$ cat src/rtl/dnu_iter_sequencer.sv
// Iteration sequencer feeding the per-bank DNU write FSMs: issues iter_rqst, forces
// termination on early stop or watchdog expiry, counts iterations. Optional ITER_CYCLE_CNT_EN adds cycle_cnt.
module dnu_iter_sequencer #(
  parameter int NUM_UNITS      = 4,
  parameter int MAX_ITER       = 10,
  parameter int ITER_WIDTH     = $clog2(MAX_ITER+1),
  parameter int TIMEOUT_CYCLES = 256
) (
  input  logic                   write_clk,
  input  logic                   rst,
  input  logic                   decode_start,
  input  logic                   early_stop,
  input  logic [2*NUM_UNITS-1:0] unit_busy,
  output logic                   iter_rqst,
  output logic                   iter_termination,
  output logic [ITER_WIDTH-1:0]  iter_cnt,
  output logic                   decode_busy,
  output logic                   decode_done,
  output logic                   timeout_err,
  output logic [2:0]             state
`ifdef ITER_CYCLE_CNT_EN
  ,
  output logic [15:0]            cycle_cnt
`endif
);

  localparam int WD_W = $clog2(TIMEOUT_CYCLES);

  typedef enum logic [2:0] {
    IDLE      = 3'b000,
    WAIT_IDLE = 3'b001,
    RQST      = 3'b010,
    RELEASE   = 3'b011,
    CHECK     = 3'b100,
    DONE      = 3'b101
  } state_e;

  state_e              state_q, state_d;
  logic                iter_rqst_q, iter_rqst_d;
  logic                term_q, term_d;
  logic                terminated_q, terminated_d;
  logic [ITER_WIDTH-1:0] iter_cnt_q, iter_cnt_d;
  logic                decode_busy_q, decode_busy_d;
  logic                timeout_err_q, timeout_err_d;
  logic [WD_W-1:0]     watchdog_q, watchdog_d;
  logic                all_fin, all_idle, wd_expired, at_max;
`ifdef ITER_CYCLE_CNT_EN
  logic [15:0]         cycle_cnt_q, cycle_cnt_d;
`endif

  // A 2'b11 slice counts as neither idle nor finished, so it stalls both waits.
  always_comb begin
    all_fin  = 1'b1;
    all_idle = 1'b1;
    for (int k = 0; k < NUM_UNITS; k++) begin
      if (unit_busy[2*k +: 2] != 2'b10) all_fin  = 1'b0;
      if (unit_busy[2*k +: 2] != 2'b00) all_idle = 1'b0;
    end
  end

  assign wd_expired = (watchdog_q == WD_W'(TIMEOUT_CYCLES-1));
  assign at_max     = (iter_cnt_q == ITER_WIDTH'(MAX_ITER));

  always_ff @(posedge write_clk) begin
    if (rst) begin
      state_q       <= IDLE;
      iter_rqst_q   <= 1'b0;
      term_q        <= 1'b0;
      terminated_q  <= 1'b0;
      iter_cnt_q    <= '0;
      decode_busy_q <= 1'b0;
      timeout_err_q <= 1'b0;
      watchdog_q    <= '0;
`ifdef ITER_CYCLE_CNT_EN
      cycle_cnt_q   <= '0;
`endif
    end else begin
      state_q       <= state_d;
      iter_rqst_q   <= iter_rqst_d;
      term_q        <= term_d;
      terminated_q  <= terminated_d;
      iter_cnt_q    <= iter_cnt_d;
      decode_busy_q <= decode_busy_d;
      timeout_err_q <= timeout_err_d;
      watchdog_q    <= watchdog_d;
`ifdef ITER_CYCLE_CNT_EN
      cycle_cnt_q   <= cycle_cnt_d;
`endif
    end
  end

  always_comb begin
    state_d = state_q;
    case (state_q)
      IDLE:      if (decode_start) state_d = WAIT_IDLE;
      WAIT_IDLE: if (all_idle)     state_d = RQST;
      RQST:      if (all_fin)      state_d = RELEASE;
      RELEASE:   if (all_idle)     state_d = CHECK;
      CHECK:     state_d = (terminated_q || early_stop || at_max) ? DONE : WAIT_IDLE;
      DONE:      state_d = IDLE;
      default:   state_d = IDLE;
    endcase
  end

  // Next values of the registered outputs; iter_rqst tracks the next state so it is high exactly in RQST.
  always_comb begin
    iter_cnt_d    = iter_cnt_q;
    watchdog_d    = watchdog_q;
    term_d        = term_q;
    terminated_d  = terminated_q;
    timeout_err_d = timeout_err_q;
    decode_busy_d = decode_busy_q;
    iter_rqst_d   = (state_d == RQST);
`ifdef ITER_CYCLE_CNT_EN
    cycle_cnt_d   = (decode_busy_q && cycle_cnt_q != 16'hFFFF) ? cycle_cnt_q + 16'd1 : cycle_cnt_q;
`endif
    case (state_q)
      IDLE: begin
        if (decode_start) begin
          iter_cnt_d    = '0;
          timeout_err_d = 1'b0;
          decode_busy_d = 1'b1;
`ifdef ITER_CYCLE_CNT_EN
          cycle_cnt_d   = '0;
`endif
        end
      end
      RQST: begin
        watchdog_d = wd_expired ? watchdog_q : watchdog_q + 1'b1;
        if (early_stop || wd_expired) begin
          term_d       = 1'b1;
          terminated_d = 1'b1;
        end
        if (wd_expired) timeout_err_d = 1'b1;
        if (all_fin) watchdog_d = '0;
      end
      RELEASE: begin
        if (all_idle) begin
          term_d     = 1'b0;
          iter_cnt_d = at_max ? iter_cnt_q : iter_cnt_q + 1'b1;
        end
      end
      CHECK:   terminated_d  = 1'b0;
      DONE:    decode_busy_d = 1'b0;
      default: ;
    endcase
  end

  assign iter_rqst        = iter_rqst_q;
  assign iter_termination = term_q;
  assign iter_cnt         = iter_cnt_q;
  assign decode_busy      = decode_busy_q;
  assign decode_done      = (state_q == DONE);
  assign timeout_err      = timeout_err_q;
  assign state            = state_q;
`ifdef ITER_CYCLE_CNT_EN
  assign cycle_cnt        = cycle_cnt_q;
`endif

endmodule
$ cat config.mk
export PLATFORM = sky130hd
export DESIGN_NAME = dnu_iter_sequencer
export DESIGN_NICKNAME = d
export VERILOG_FILES = /design/src/rtl/dnu_iter_sequencer.sv
export SDC_FILE = /design/constraint.sdc
export NUM_CORES = 1
export LEC_CHECK = 0
export ABC_AREA = 1
export BUFFER_PORTS_ARGS = -buffer_cell sky130_fd_sc_hd__buf_4
export CORE_MARGIN = 4
export CORE_UTILIZATION = 53
export CTS_CLUSTER_DIAMETER = 120
export DETAILED_ROUTE_END_ITERATION = 10
export GPL_ROUTABILITY_DRIVEN = 0
export PLACE_DENSITY = 0.77
export SLEW_MARGIN = 40
export SYNTH_ARGS = -nofsm -noshare
export SYNTH_HDL_FRONTEND = slang
export SYNTH_SLANG_ARGS = --single-unit
$ cat constraint.sdc
create_clock -name write_clk -period 1.8 [get_ports write_clk]
set_input_delay 0.36 -clock write_clk [delete_from_list [all_inputs] [get_ports write_clk]]
set_output_delay 0.36 -clock write_clk [all_outputs]
set_load 0.01 [all_outputs]
==> results of run 1 <==
[final cells by class]
| type | count | share of cell area (%) |
|---|---|---|
| inverters | 25 | 6.631 |
| flip-flops and latches | 20 | 28.38 |
| repair buffers | 23 | 12.20 |
| clock buffers | 4 | 2.564 |
| multi-input cells | 132 | 47.83 |
| well taps | 27 | 2.387 |
[placed cells by master, fill, tap and decap left out, types with 2 or more instances in the layout]
master	n
o21ai_0	6
nor3_1	3
nand3_1	20
a21oi_1	16
nand2_1	41
clkbuf_4	3
nor2_1	23
ha_1	3
nand3b_1	2
dfxtp_1	19
buf_4	23
nand2_2	3
nor2_2	2
inv_1	24
nand4_1	2
[sequential cells by signal, summed over array words and instances (netlist names)]
signal / count
iter_rqst: 1
watchdog_q: 8
timeout_err: 1
state: 3
iter_cnt: 4
decode_busy: 1
iter_termination: 1
terminated_q: 1
[cells in the mapped netlist]
cell type and number:
nand2_1 41, inv_1 24, nor2_1 24, dfxtp_1 20, nand3_1 20, a21oi_1 16, o21ai_0 6, ha_1 3
nand2_2 3, nor3_1 3, nand3b_1 2, nand4_1 2, a21oi_4 1, clkbuf_1 1, inv_2 1, nand2_4 1
nand3_4 1, nor2_2 1, nor2_4 1, nor3_4 1, o211ai_1 1, o21ai_1 1, o22ai_1 1, or2_1 1
xnor2_1 1, xor2_1 1
[metal layers]
metal  up-vias  routed length, um
li1        634                  -
met1       538               1244
met2        33               1176
met3         3                160
met4         0                 24
met5         -                  0
[metrics by stage]
| stage | power [W] | area, um^2 | setup slack [ns] | std cells | utilization [%] |
|---|---|---|---|---|---|
| floorplan | 0.0005302 | 1172 | 0.4406 | 178 | - |
| global placement | 0.0005728 | 1375 | 0.2789 | 227 | 68.01 |
| detailed placement | 0.0005745 | 1375 | 0.2240 | 227 | 68.01 |
| CTS | 0.0008383 | 1411 | 0.05065 | 231 | 69.80 |
| global route | 0.0008659 | 1415 | 0.04932 | 231 | 69.99 |
| finish | 0.0008327 | 1415 | 0.1941 | 231 | 69.99 |
[worst paths after layout]
| kind | cells after the start | to | slack [ns] | from |
|---|---|---|---|---|
| setup / recovery | 3 | decode_done | 0.19 | state[2]$_SDFF_PP0_ |
| hold reg to reg | 2 | decode_busy$_SDFFE_PP0P_ | 0.47 | decode_busy$_SDFFE_PP0P_ |
| hold / removal | 2 | decode_busy$_SDFFE_PP0P_ | 0.30 | rst |
| setup reg to reg | 8 | watchdog_q[2]$_SDFFE_PP0P_ | 0.25 | watchdog_q[0]$_SDFFE_PP0P_ |
[where the power goes]
part | internal, W | switching, W | total, W | leakage [nW]
Clock | 0.000124 | 0.000145 | 0.000269 | 0.0210
Combinational | 0.0000476 | 0.0000552 | 0.000103 | 0.456
Sequential | 0.000451 | 0.0000107 | 0.000461 | 0.162
[critical path, cell delays in order, from the launching register on]
cell,delay (ns)
dfxtp_2,0.44
inv_2,0.10
nor3_1,0.23
buf_4,0.16
[cell families after synthesis]
group                    Yosys count  share of synthesized area, %
AO/OA/AOI/OAI                     26                         12.38
XOR/XNOR                           2                         1.494
adder cells (fa/ha/maj)            3                         3.202
buffers and inverters             26                         8.324
flip-flops                        20                         34.15
AND/OR/NAND/NOR                  101                         40.45
[what timing repair did]
action / 4_1_cts / 5_1_grt
buffers inserted: 0 / 0
setup endpoints to repair: 0 / 2
gates resized for setup: 0 / 2
==> impl_metrics.tcl, run 1 <==
set metrics [dict create \
    post-route-period-util_pct 89.22 \
    wirelength_mm 2.605 \
    yosysWarnings 0 \
    syn-num-nets 193 \
    layout_min_cycle_time_ns 1.606 \
    vias_per_cell 5.229 \
    final.setup.tns_ns 0 \
    start_kind "register" \
    antenna_found_initial 0 \
    die-area_um2 3028 \
    core_area_um2 2022 \
    yosys.area.top_type "dfxtp_1" \
    top_usage_layer "met2" \
    clk_latency_ns 0.31 \
    drv_cap 0 \
    slew_violations 0 \
    synthToLayoutAreaGrowth_pct 20.70 \
    fill_cells 190 \
    cts_tree "yes" \
    dieWidth_um 55.03 \
    wire_per_inst_um 11.28 \
    rsz0062_at_grt "false" \
    drc 0 \
    h-tree-depth 1 \
    syn-instance-count 178 \
    drive_gt1_share_pct 19.12 \
    cts.sinks 20 \
    fp.dieH_um 55.03 \
    ir_drop_mv 0.4577 \
    worstPathArrival_ns 1.25 \
    setup_viol 0 \
    port-buffer-count 23 \
    met1_usage_pct 27.38 \
    clk_path_buf_depth 2 \
    powerDensity_nw_per_um2 588.5 \
    synth_area_leaders "dfxtp_1 (34%), nand2_1 (13%), nand3_1 (8.5%)" \
    drtAntennaViolNets 0 \
    total_leakage_power_nw 0.6391 \
    grt_pass1_wl_mm 4.491 \
    clk_pin_slew_ns 0.12 \
    multi_input_area_um2 676.9 \
    worstSetupEndpointType "output pin" \
    avgSynthCellArea_um2 6.586 \
    dr.pass1.iters 4 \
    hold_class "in2reg" \
    fmax_mhz 622.7 \
    crit_fanout 7 \
    grt_overflow 0 \
    synth_cell_types 26 \
    cts-buffers-inserted 3 \
    fin_worst_skew_ns 0.001436 \
    synth_top_area_share_pct 34.15 \
    std_cell_rows 16 \
    path_class "reg2out" \
    detailroute.via_count 1208 \
    met3_usage_pct 2.413 \
    use_met2_pct 33.66 \
    pin_count 24 \
    slew_headroom_pct 69.42 \
    final_nets 220 \
    hpwlAfterDp_mm 2.013 \
    ys_ff_latch 20 \
    whs_ns 0.3012 \
    drtIter0Drc 43 \
    cts_hold_buf 0 \
    diodes 0 \
    grt_max_degree 12 \
    regArea_um2 401.6 \
    root_buffer "clkbuf_4" \
    start_util_pct 57.98 \
    synthesis.area_um2 1172 \
    critPathRequiredTime_ns 1.44 \
    hold_viol_final 0 \
    worstMarginPinSlew_ns 0.4556 \
    grt_pass1_vias 1083 \
    status "completed" \
    yosysSeqAreaShare_pct 34.15 \
    gr-usage-all-layers_pct 20.44 \
]
Note: power is estimated with default switching activity, not from simulation.
==> inputs of run 2 (changes only) <==
--- a/config.mk
+++ b/config.mk
@@ -7,6 +7,7 @@
 export LEC_CHECK = 0
 export ABC_AREA = 1
 export BUFFER_PORTS_ARGS = -buffer_cell sky130_fd_sc_hd__buf_4
+export CORE_ASPECT_RATIO = 1.2
 export CORE_MARGIN = 4
 export CORE_UTILIZATION = 53
 export CTS_CLUSTER_DIAMETER = 120
==> impl_metrics.tcl, run 2 (synthesis gave the netlist of run 1 again) <==
set metrics [dict create \
    drtIter0Drc 27 \
    setup_viol 0 \
    layout_min_cycle_time_ns 1.675 \
    drive_gt1_share_pct 18.63 \
    powerDensity_nw_per_um2 659.1 \
    cts_tree "yes" \
    fin_worst_skew_ns 0.01136 \
    crit_path_cell_trace "inv_2, nor3_1, buf_4" \
    std_cell_rows 18 \
    clk_latency_ns 0.31 \
    detailroute.via_count 1231 \
    status "completed" \
    hpwlAfterDp_mm 2.137 \
    wire_per_inst_um 11.65 \
    drtAntennaViolNets 0 \
    regMostFlops "watchdog_q" \
    crit_fanout 7 \
    cts-buffers-inserted 3 \
    total_leakage_power_nw 0.6462 \
    final.setup.tns_ns 0 \
    slowest_delay_ns 0.45 \
    fill_cells 191 \
    dr.pass1.iters 4 \
    h-tree-depth 1 \
    fmax_mhz 597.1 \
    hold_class "in2reg" \
    grt_overflow 0 \
    core_area_um2 2095 \
    ir_drop_mv 0.5009 \
    worstMarginPinSlew_ns 0.4316 \
    drc 0 \
    final_nets 220 \
    use_met2_pct 36.46 \
    worstSetupEndpointType "output pin" \
    hold_viol_final 0 \
    worstPathArrival_ns 1.31 \
    vias_per_cell 5.261 \
    port-buffer-count 23 \
    drv_cap 0 \
    grt_max_degree 13 \
    diodes 0 \
    dieWidth_um 50.94 \
    largest_reg_flops 8 \
    slowest_stage "dfxtp_2" \
    grt_pass1_wl_mm 4.761 \
    clk_path_buf_depth 2 \
    start_kind "register" \
    critPathRequiredTime_ns 1.44 \
    clk_pin_slew_ns 0.13 \
    path_class "reg2out" \
    cts.sinks 20 \
    top_usage_layer "met2" \
    regArea_um2 401.6 \
    rsz0062_at_grt "false" \
    slew_violations 0 \
    post-route-period-util_pct 93.04 \
    fp.dieH_um 59.52 \
    gr-usage-all-layers_pct 20.23 \
    wirelength_mm 2.726 \
    final_common_cell "nand2_1" \
    multi_input_area_um2 674.4 \
    slew_headroom_pct 71.04 \
    grt_pass1_vias 1216 \
    pin_count 24 \
    root_buffer "clkbuf_4" \
    met3_usage_pct 4.030 \
    start_util_pct 55.97 \
    antenna_found_initial 0 \
    die-area_um2 3032 \
    final_cell_mix "nand2_1 (41), inv_1 (24), nor2_1 (24)" \
    synthToLayoutAreaGrowth_pct 22.20 \
    whs_ns 0.2953 \
    met1_usage_pct 22.05 \
]
-- run 2: cell count changes in the layout (fill, tap and decap cells not counted), sizes merged --
| cell | previous run | this run |
|---|---|---|
| bufinv | 0 | 1 |
| clkbuf | 4 | 3 |
-- run 2: path summary, 6_finish.rpt --
path	cells after the start	slack [ns]	start	end
worst max-delay path	3	0.13	state[2]$_SDFF_PP0_	decode_done
worst min-delay path	2	0.30	rst	iter_termination$_SDFFE_PP0P_
worst max register to register	8	0.27	watchdog_q[0]$_SDFFE_PP0P_	watchdog_q[0]$_SDFFE_PP0P_
worst min register to register	2	0.48	iter_termination$_SDFFE_PP0P_	iter_termination$_SDFFE_PP0P_
-- run 2: area by class of cell --
type                    count  share of cell area (%)
inverters                  25                   6.550
clock buffers               3                   1.572
multi-input cells         132                   47.07
well taps                  30                   2.620
clock inverters             1                   2.096
repair buffers             23                   12.05
flip-flops and latches     20                   28.03
-- run 2: through the flow --
stage | setup slack (ns) | instance area (um^2) | utilization (%) | power [W] | instances
6_report | 0.1252 | 1433 | 68.40 | 0.0009443 | 234
5_1_grt | 0.02460 | 1433 | 68.40 | 0.0009787 | 234
4_1_cts | 0.1264 | 1433 | 68.40 | 0.0009503 | 234
3_5_place_dp | 0.2865 | 1379 | 65.83 | 0.0005783 | 230
3_3_place_gp | 0.2856 | 1379 | 65.83 | 0.0005744 | 230
2_1_floorplan | 0.4406 | 1172 | - | 0.0005302 | 178
-- run 2: metal layers --
layer,routed length (um),up-vias
met3,165,5
met1,1098,556
met5,0,-
li1,-,628
met4,36,0
met2,1425,42
-- run 2: power by group --
| group | switching, W | internal, W | leakage (nW) |
|---|---|---|---|
| registers | 0.0000110 | 0.000451 | 0.162 |
| logic | 0.0000597 | 0.0000479 | 0.456 |
| clock network | 0.000150 | 0.000225 | 0.0279 |
| total | 0.000220 | 0.000724 | 0.646 |
-- run 2: worst max-delay path: cells and delay by family (launching register included) --
kind	cells	cell delay, ns
buffers and inverters	2	0.28
DFF	1	0.45
and+or+nand+nor	1	0.27
-- run 2: repair_timing --
action	CTS	global route
setup endpoints to repair	1	0
buffers inserted	0	0
resized for setup	1	0
hold buffers	0	0
==> inputs of run 3 (changes only) <==
--- a/config.mk
+++ b/config.mk
@@ -13,7 +13,8 @@
 export CTS_CLUSTER_DIAMETER = 120
 export DETAILED_ROUTE_END_ITERATION = 10
 export GPL_ROUTABILITY_DRIVEN = 0
-export PLACE_DENSITY = 0.77
+export MAX_ROUTING_LAYER = met4
+export PLACE_DENSITY_LB_ADDON = 0.15
 export SLEW_MARGIN = 40
 export SYNTH_ARGS = -nofsm -noshare
 export SYNTH_HDL_FRONTEND = slang
==> impl_metrics.tcl, run 3 (synthesis gave the netlist of run 1 again) <==
set metrics [dict create \
    status "completed" \
    regArea_um2 401.6 \
    drv_cap 0 \
    fp.dieH_um 59.52 \
    holdPathStages 2 \
    wire_per_inst_um 11.42 \
    core_area_um2 2095 \
    r2r_setup_slack_ns 0.24 \
    start_kind "register" \
    die-area_um2 3032 \
    grt_pass1_wl_mm 4.602 \
    worstPathArrival_ns 1.27 \
    dr.pass1.iters 4 \
    vias_per_cell 5.172 \
    drc 0 \
    hold_start "rst" \
    drtAntennaViolNets 0 \
    setup_viol 0 \
    powerDensity_nw_per_um2 551.7 \
    final.setup.tns_ns 0 \
    h-tree-depth 1 \
    r2r_end "watchdog_q[0]$_SDFFE_PP0P_" \
    place_inst 230 \
    grt_max_degree 12 \
    hold_viol_final 0 \
    final_common_cell "nand2_1" \
    total_leakage_power_nw 0.6320 \
    cts-buffers-inserted 3 \
    regMostFlops "watchdog_q" \
    crit_fanout 7 \
    std_cell_rows 18 \
    drtIter0Drc 41 \
    clk_path_buf_depth 2 \
    pin_count 24 \
    placed_area_um2 1379 \
    fin_area_um2 1403 \
    ir_drop_mv 0.3219 \
    fmax_mhz 612.0 \
    worstMarginPinSlew_ns 0.4723 \
    antenna_found_initial 0 \
    worst_r2r_path_depth 8 \
    drive_gt1_share_pct 18.23 \
    fin_worst_skew_ns 0.01269 \
    gr-usage-all-layers_pct 19.93 \
    cts_tree "yes" \
    start_util_pct 55.97 \
    fin_util_pct 66.97 \
    wirelength_mm 2.661 \
    critPathRequiredTime_ns 1.44 \
    multi_input_area_um2 674.4 \
    slew_violations 0 \
    largest_reg_flops 8 \
    post-route-period-util_pct 90.78 \
    clk_latency_ns 0.29 \
    r2r-start "watchdog_q[0]$_SDFFE_PP0P_" \
    final_cell_mix "nand2_1 (41), inv_1 (24), nor2_1 (24)" \
    final_nets 220 \
    hold_class "in2reg" \
    fill_cells 206 \
    diodes 0 \
    root_buffer "clkbuf_4" \
    cts.sinks 20 \
    layout_min_cycle_time_ns 1.634 \
    post_cts_buffers 0 \
    rsz0062_at_grt "false" \
    cts_hold_buf 0 \
    dieWidth_um 50.94 \
    grt_pass1_vias 1183 \
    instances_no_fill 233 \
    synthToLayoutAreaGrowth_pct 19.64 \
    worstSetupEndpointType "output pin" \
    grt_overflow 0 \
    port-buffer-count 23 \
    detailroute.via_count 1205 \
    hold_end "decode_busy$_SDFFE_PP0P_" \
    slew_headroom_pct 68.30 \
    path_class "reg2out" \
    clk_pin_slew_ns 0.12 \
    hpwlAfterDp_mm 2.126 \
]
## run 3: cell count changes in the layout (fill, tap and decap cells not counted), sizes merged
cell and delta:
bufinv -1
## run 3: layout make-up
class | instances | area share (%)
clock buffers | 3 | 1.606
inverters | 25 | 6.690
multi-input cells | 132 | 48.08
flip-flops and latches | 20 | 28.64
well taps | 30 | 2.676
repair buffers | 23 | 12.31
## run 3: per-layer routing
metal / wire (um) / track usage (%) / vias to the layer above
met3: 109 / 2.771 / 4
met5: 0 / - / -
met4: 26 / 9.231 / 0
met1: 1103 / 21.21 / 548
met2: 1421 / 36.10 / 25
li1: - / - / 628
## run 3: critical path, stage by stage (launching register included)
cell,delay [ns]
dfxtp_2,0.45
inv_2,0.10
nor3_1,0.26
buf_4,0.17
## run 3: repair_timing
item / CTS / global route
setup endpoints to repair: 0 / 1
hold endpoints to repair: 0 / 0
resized for setup: 0 / 1
## run 3: report_power, final
| part | switching [W] | internal, W |
|---|---|---|
| Sequential | 0.0000109 | 0.000451 |
| Combinational | 0.0000568 | 0.0000476 |
| Clock | 0.000130 | 0.0000777 |
## run 3: how the worst max path moves through the flow
stage | start | end | depth (start not counted)
6_report | state[2]$_SDFF_PP0_ | decode_done | 3
5_1_grt | state[2]$_SDFF_PP0_ | decode_done | 3
4_1_cts | state[2]$_SDFF_PP0_ | decode_done | 3
3_5_place_dp | watchdog_q[0]$_SDFFE_PP0P_ | watchdog_q[0]$_SDFFE_PP0P_ | 8
3_3_place_gp | unit_busy[4] | iter_cnt[1]$_SDFFE_PP0P_ | 7
2_1_floorplan | iter_cnt[0]$_SDFFE_PP0P_ | iter_cnt[2]$_SDFFE_PP0P_ | 8
## run 3: metrics by stage
step / setup slack, ns / hold slack [ns] / total power [W]
after global placement: 0.3374 / 0.4534 / 0.0005725
after floorplan: 0.4406 / 0.4545 / 0.0005302
after detailed placement: 0.2613 / 0.4606 / 0.0005756
final: 0.1659 / 0.3175 / 0.0007739
after global routing: 0.02511 / 0.3233 / 0.0008064
after CTS: 0.03185 / 0.3112 / 0.0007784
